--- src/rtl/onion_pwm_fader_if.sv ---
// Control/status bundle between the PWM config register file and one fader channel.
// The register file drives the master side; the fader sits on the slave side.
interface onion_pwm_fader_if #(
    parameter int PWM_RESOLUTION_BITS = 8,
    parameter int PRESCALE_BITS       = 16
);
    logic                           enable_i;
    logic                           mode_i;
    logic [PWM_RESOLUTION_BITS-1:0] target_i;
    logic [PWM_RESOLUTION_BITS-1:0] step_i;
    logic [PRESCALE_BITS-1:0]       tick_div_i;
    logic [PWM_RESOLUTION_BITS-1:0] duty_o;
    logic                           at_target_o;
    logic                           cycle_done_o;

    modport master (
        output enable_i, mode_i, target_i, step_i, tick_div_i,
        input  duty_o, at_target_o, cycle_done_o
    );

    modport slave (
        input  enable_i, mode_i, target_i, step_i, tick_div_i,
        output duty_o, at_target_o, cycle_done_o
    );
endinterface

--- src/rtl/onion_pwm_fader.sv ---
// Duty-cycle ramp engine: steps duty_o toward a target (TRACK) or sweeps 0..target..0
// (BREATHE) once per prescaler tick, with saturating arithmetic throughout.
module onion_pwm_fader #(
    parameter int PWM_RESOLUTION_BITS = 8,
    parameter int PRESCALE_BITS       = 16
) (
    input  logic               WBs_CLK_i,
    input  logic               WBs_RST_i,
    onion_pwm_fader_if.slave   bus
);
    localparam int N = PWM_RESOLUTION_BITS;

    typedef enum logic [1:0] {IDLE, TRACK, UP, DOWN} state_t;

    state_t                   state_q, state_d;
    logic [PRESCALE_BITS-1:0] cnt_q, cnt_d;
    logic [N-1:0]             duty_q, duty_d;
    logic                     at_target_q, at_target_d;
    logic                     cycle_done_q, cycle_done_d;
    logic [N-1:0]             step_eff;
    logic [N-1:0]             up_val;
    logic [N-1:0]             dn_val;
    logic                     tick;

    // min(a + b, lim) using an N+1 bit sum so the carry is never lost
    function automatic logic [N-1:0] sat_add(input logic [N-1:0] a,
                                             input logic [N-1:0] b,
                                             input logic [N-1:0] lim);
        logic [N:0] sum;
        sum = {1'b0, a} + {1'b0, b};
        return (sum > {1'b0, lim}) ? lim : sum[N-1:0];
    endfunction

    // max(a - b, floor) using an N+1 bit signed difference so a borrow reads as negative
    function automatic logic [N-1:0] sat_sub(input logic [N-1:0] a,
                                             input logic [N-1:0] b,
                                             input logic [N-1:0] floor);
        logic signed [N:0] diff;
        diff = $signed({1'b0, a}) - $signed({1'b0, b});
        return (diff < $signed({1'b0, floor})) ? floor : diff[N-1:0];
    endfunction

    always_comb begin
        step_eff = (bus.step_i == '0) ? N'(1) : bus.step_i;
        tick     = (state_q != IDLE) && (cnt_q == bus.tick_div_i);
        up_val   = sat_add(duty_q, step_eff, bus.target_i);
        dn_val   = sat_sub(duty_q, step_eff,
                           (state_q == TRACK) ? bus.target_i : '0);

        state_d      = state_q;
        duty_d       = duty_q;
        cnt_d        = cnt_q;
        at_target_d  = 1'b0;
        cycle_done_d = 1'b0;

        if (!bus.enable_i) begin
            state_d = IDLE;
            duty_d  = '0;
            cnt_d   = '0;
        end else begin
            // A count above a freshly lowered divider reloads without ticking
            cnt_d = ((state_q == IDLE) || (cnt_q >= bus.tick_div_i)) ? '0 : cnt_q + 1'b1;
            at_target_d = !bus.mode_i && (state_q == TRACK) && (duty_q == bus.target_i);

            case (state_q)
                IDLE: begin
                    state_d = bus.mode_i ? UP : TRACK;
                    duty_d  = '0;
                end
                TRACK: begin
                    if (bus.mode_i) begin
                        state_d = UP;
                    end else if (tick) begin
                        if (duty_q < bus.target_i)      duty_d = up_val;
                        else if (duty_q > bus.target_i) duty_d = dn_val;
                    end
                end
                UP: begin
                    if (!bus.mode_i) begin
                        state_d = TRACK;
                    end else if (tick) begin
                        if (bus.target_i == '0) begin
                            duty_d = '0;
                        end else if (duty_q > bus.target_i) begin
                            duty_d  = bus.target_i;
                            state_d = DOWN;
                        end else begin
                            duty_d = up_val;
                            if (up_val == bus.target_i) state_d = DOWN;
                        end
                    end
                end
                DOWN: begin
                    if (!bus.mode_i) begin
                        state_d = TRACK;
                    end else if (tick) begin
                        duty_d = dn_val;
                        if (dn_val == '0) begin
                            state_d      = UP;
                            cycle_done_d = 1'b1;
                        end
                    end
                end
                default: state_d = IDLE;
            endcase
        end
    end

    always_ff @(posedge WBs_CLK_i) begin
        if (WBs_RST_i) begin
            state_q      <= IDLE;
            cnt_q        <= '0;
            duty_q       <= '0;
            at_target_q  <= 1'b0;
            cycle_done_q <= 1'b0;
        end else begin
            state_q      <= state_d;
            cnt_q        <= cnt_d;
            duty_q       <= duty_d;
            at_target_q  <= at_target_d;
            cycle_done_q <= cycle_done_d;
        end
    end

    assign bus.duty_o       = duty_q;
    assign bus.at_target_o  = at_target_q;
    assign bus.cycle_done_o = cycle_done_q;
endmodule

--- src/flat_wrapper.sv ---
// flat-port wrapper written by rule: the top's interface ports become plain ports
module onion_pwm_fader_flat 
#(
    parameter int PWM_RESOLUTION_BITS = 8,
    parameter int PRESCALE_BITS       = 16
)
  (WBs_CLK_i, WBs_RST_i, bus_enable_i, bus_mode_i, bus_target_i, bus_step_i, bus_tick_div_i, bus_duty_o, bus_at_target_o, bus_cycle_done_o);
  onion_pwm_fader_if #(.PWM_RESOLUTION_BITS(PWM_RESOLUTION_BITS), .PRESCALE_BITS(PRESCALE_BITS)) bus_i ();
  input  logic WBs_CLK_i;
  input  logic WBs_RST_i;
  input wire logic [$bits(bus_i.enable_i)-1:0] bus_enable_i;
  input wire logic [$bits(bus_i.mode_i)-1:0] bus_mode_i;
  input wire logic [$bits(bus_i.target_i)-1:0] bus_target_i;
  input wire logic [$bits(bus_i.step_i)-1:0] bus_step_i;
  input wire logic [$bits(bus_i.tick_div_i)-1:0] bus_tick_div_i;
  output wire logic [$bits(bus_i.duty_o)-1:0] bus_duty_o;
  output wire logic [$bits(bus_i.at_target_o)-1:0] bus_at_target_o;
  output wire logic [$bits(bus_i.cycle_done_o)-1:0] bus_cycle_done_o;
  assign bus_i.enable_i = bus_enable_i;
  assign bus_i.mode_i = bus_mode_i;
  assign bus_i.target_i = bus_target_i;
  assign bus_i.step_i = bus_step_i;
  assign bus_i.tick_div_i = bus_tick_div_i;
  assign bus_duty_o = bus_i.duty_o;
  assign bus_at_target_o = bus_i.at_target_o;
  assign bus_cycle_done_o = bus_i.cycle_done_o;
  onion_pwm_fader #(.PWM_RESOLUTION_BITS(PWM_RESOLUTION_BITS), .PRESCALE_BITS(PRESCALE_BITS)) u_core (.WBs_CLK_i(WBs_CLK_i), .WBs_RST_i(WBs_RST_i), .bus(bus_i));
endmodule
--- config.mk ---
export PLATFORM = sky130hd
export DESIGN_NAME = onion_pwm_fader_flat
export DESIGN_NICKNAME = d
export VERILOG_FILES = /design/src/rtl/onion_pwm_fader_if.sv /design/src/rtl/onion_pwm_fader.sv /design/src/flat_wrapper.sv
export SDC_FILE = /design/constraint.sdc
export NUM_CORES = 1
export LEC_CHECK = 0
export BUFFER_PORTS_ARGS = -buffer_cell sky130_fd_sc_hd__buf_2
export CAP_MARGIN = 25
export CORE_MARGIN = 1
export CORE_UTILIZATION = 50
export CTS_CLUSTER_SIZE = 16
export DETAILED_ROUTE_END_ITERATION = 6
export PLACE_DENSITY = 0.73
export SLEW_MARGIN = 10
export SYNTH_ARGS = -nofsm -noshare
export SYNTH_HDL_FRONTEND = slang
export SYNTH_SLANG_ARGS = --single-unit
--- constraint.sdc ---
create_clock -name WBs_CLK_i -period 11.5 [get_ports WBs_CLK_i]
set_input_delay 0.575 -clock WBs_CLK_i [delete_from_list [all_inputs] [get_ports WBs_CLK_i]]
set_output_delay 0.575 -clock WBs_CLK_i [all_outputs]
set_load 0.01 [all_outputs]
==> run summary <==
vias - 3,349
Ant. Diodes - 0
RSZ-0062 raised after global routing - false
Clock Latency Late Sink - 280 ps
Placer Congestion - 0.969
critical path type - input port to register
Cells after DPL - 574
Post-synth EDFFs - 0
vias per inst - 5.79
fmax - 224 MHz
final std cells w/o fill - 578
CP peak stage delay - 650 ps
Avg Cell Area, Syn - 7.91 um2
Hold Fails Final Rpt - 0
FF+latch count, synth - 28
Clock transition at path regs - 100 ps
core area - 0.00683 mm2
crit-path cells - buf_2 > nor4_1 > a41o_1 > ha_1 > inv_1 > fa_1 > a211oi_1 > or3b_2 > nand3_1 > ha_1 > o21ai_0 > nand2b_1 > a21oi_1 > a311oi_4 > mux2i_1 > mux2_1 > a21oi_1 > a211o_1
wire length per cell after detailed routing - 15.9 um
worst vdd ir - 47.5 uV
first-pass GRT wire length - 15,100 um
crit path max fanout - 19
Top Family by Delay on Critical Path - compound AO/OA/AOI/OAI gates
row count - 30
post-synthesis sequential area ratio - 15.8%
drt total wl - 9200 um
Post-DP HPWL - 7400 um
Port Buf Inserts - 45
Arr. time, crit path - 4650 ps
Synth Flop Type - dfxtp_1
worst path bufs/invs - 2
clock root buffer - clkbuf_8
Async SR Flop Fraction - 0%
largest net degree at the start of global routing - 20
H-tree depth - 1
pwr dens - 68.6 mW/mm2
crit path time final - 4460 ps
Post-Syn Instances - 449
Leak - 1.76 nW
Die Footprint - 0.00745 mm2
Req. time, crit path - 11,690 ps
TritonCTS Buffers - 3
cts hold-fix bufs - 0
Hold Path Class - register to register
final antenna-violating net count - 0
Filler Cells Inserted - 691
cell with the most instances after synthesis - ha_1
Total Routing Usage GR - 25.7%
TritonRoute pass-1 iters - 4
Max-Cap Viols - 0
post-synthesis cell type count - 68
CP Capture Type - register
critical path's slowest cell - a311oi_4
synth-to-layout area growth - 9.44%
worst hold slack - 531 ps
Die Y - 86.3 um
post-CTS setup buffer count - 0
initial antenna violation count - 0
share of the synthesized area in the top cell type - 21.5%
final critical-path share of the clock period - 38.8%
Slew Viols, Final - 0
drt initial violations - 324
nets - 582
synth cell count leaders - 61 x ha_1, 48 x inv_1, 39 x nor2_1
Residual DRC - 0
vias in the first global route - 3,086
Synth area leader - ha_1
I/O pin count - 46
main area contributors after synthesis - ha_1 21%, dfxtp_1 16%, xnor2_1 5.2%
CTS tree - yes
setup violators final - 0
Worst Skew - 1.74 ps
Syn. warnings - 0
Worst Max-Slew Pin Slew - 781 ps
post-CTS sizing - 0
total negative slack - 0 ps
status - finished clean
Worst setup SP type - input port
Starting Density - 52.0%
Netlist Area Pre-Place - 0.00355 mm2
deepest clock path buffer count - 2
Worst slew margin - 47.9%
Core Util, Final - 56.9%
syn_nets - 548
TritonCTS sink count - 28
Die Width - 86.3 um
fraction of layout cells with a size suffix above 1 - 14.5%
grt ovf - 0
==> state kept, by name, indices dropped and copies added, names as in the netlist <==
signal / count
u_core.cnt_q: 16
u_core.bus.duty_o: 8
u_core.state_q: 2
u_core.bus.at_target_o: 1
u_core.bus.cycle_done_o: 1
==> metrics by stage <==
stage	setup slack, ps	cell area (um2)	total power [mW]
global route	6720	3890	0.280
floorplan	7390	3550	0.163
global placement	6950	3820	0.184
detailed placement	6800	3820	0.186
finish	7040	3890	0.267
CTS	7110	3890	0.266
==> cells in the final DEF, fill, tap and decap left out, drive strengths merged, types with 2 or more instances in the layout <==
| cell type | count |
|---|---|
| o211ai | 2 |
| nand3 | 17 |
| o2111ai | 3 |
| nand4 | 12 |
| buf | 45 |
| or2 | 5 |
| nand2 | 35 |
| nor3b | 3 |
| a211oi | 5 |
| o21ai | 21 |
| dfxtp | 28 |
| and3 | 4 |
| nor4 | 9 |
| or3 | 2 |
| o221ai | 2 |
| a41o | 3 |
| clkbuf | 3 |
| o21bai | 2 |
| nor2b | 11 |
| xor2 | 11 |
| a311oi | 2 |
| nand2b | 7 |
| a221oi | 3 |
| o22ai | 2 |
| a211o | 2 |
| a31oi | 3 |
| xnor2 | 21 |
| inv | 48 |
| o21a | 6 |
| mux2i | 2 |
| nor2 | 39 |
| nor3 | 2 |
| a222oi | 6 |
| a21o | 9 |
| a21oi | 26 |
| ha | 61 |
| fa | 2 |
==> logic make-up (layout without fill, tap and decap cells) <==
family                   after synthesis  after routing  share of synthesized area [%]
multiplexers                           3              3                          0.881
AND/OR/NAND/NOR                      151            151                           21.6
XOR/XNOR                              33             33                           8.74
flip-flops                            28             28                           15.8
AO/OA/AOI/OAI                        107            107                           23.1
adder cells (fa/ha/maj)               63             63                           22.6
buffers and inverters                 64             97                           7.36
==> cell type report <==
class                      instances  area [um2]  area share (%)
inverter                          48         180            4.63
multi-input combinational        357        2730            70.2
clock buffer                       3        41.3            1.06
sequential                        28         561            14.4
tap                               96         120            3.09
timing repair buffer              45         225            5.79
clock inverter                     1        30.0           0.772
==> metal layers <==
layer / global-route usage [%] / part of all wire, % / up-vias
met4: 5.00 / 0.85 / 0
met3: 4.57 / 6.7 / 8
met1: 36.1 / 48 / 1555
li1: - / - / 1664
met2: 41.3 / 44 / 122
met5: 0 / 0 / -
==> power by group <==
part	switching [mW]	internal, mW	leakage (nW)
registers	0.00137	0.0978	0.226
logic	0.0505	0.0360	1.50
clock network	0.0344	0.0467	0.0357
total	0.0862	0.181	1.76
==> worst paths after layout <==
path / start / endpoint / slack [ps] / cells after the start
hold reg to reg: u_core.cnt_q[0] / u_core.cnt_q[0] / 530 / 1
hold / removal: u_core.cnt_q[0] / u_core.cnt_q[0] / 530 / 1
setup reg to reg: u_core.bus.duty_o[4] / u_core.bus.duty_o[5] / 7180 / 14
setup / recovery: bus_step_i[2] / u_core.bus.duty_o[0] / 7040 / 18
Note: power is estimated with default switching activity, not from simulation.
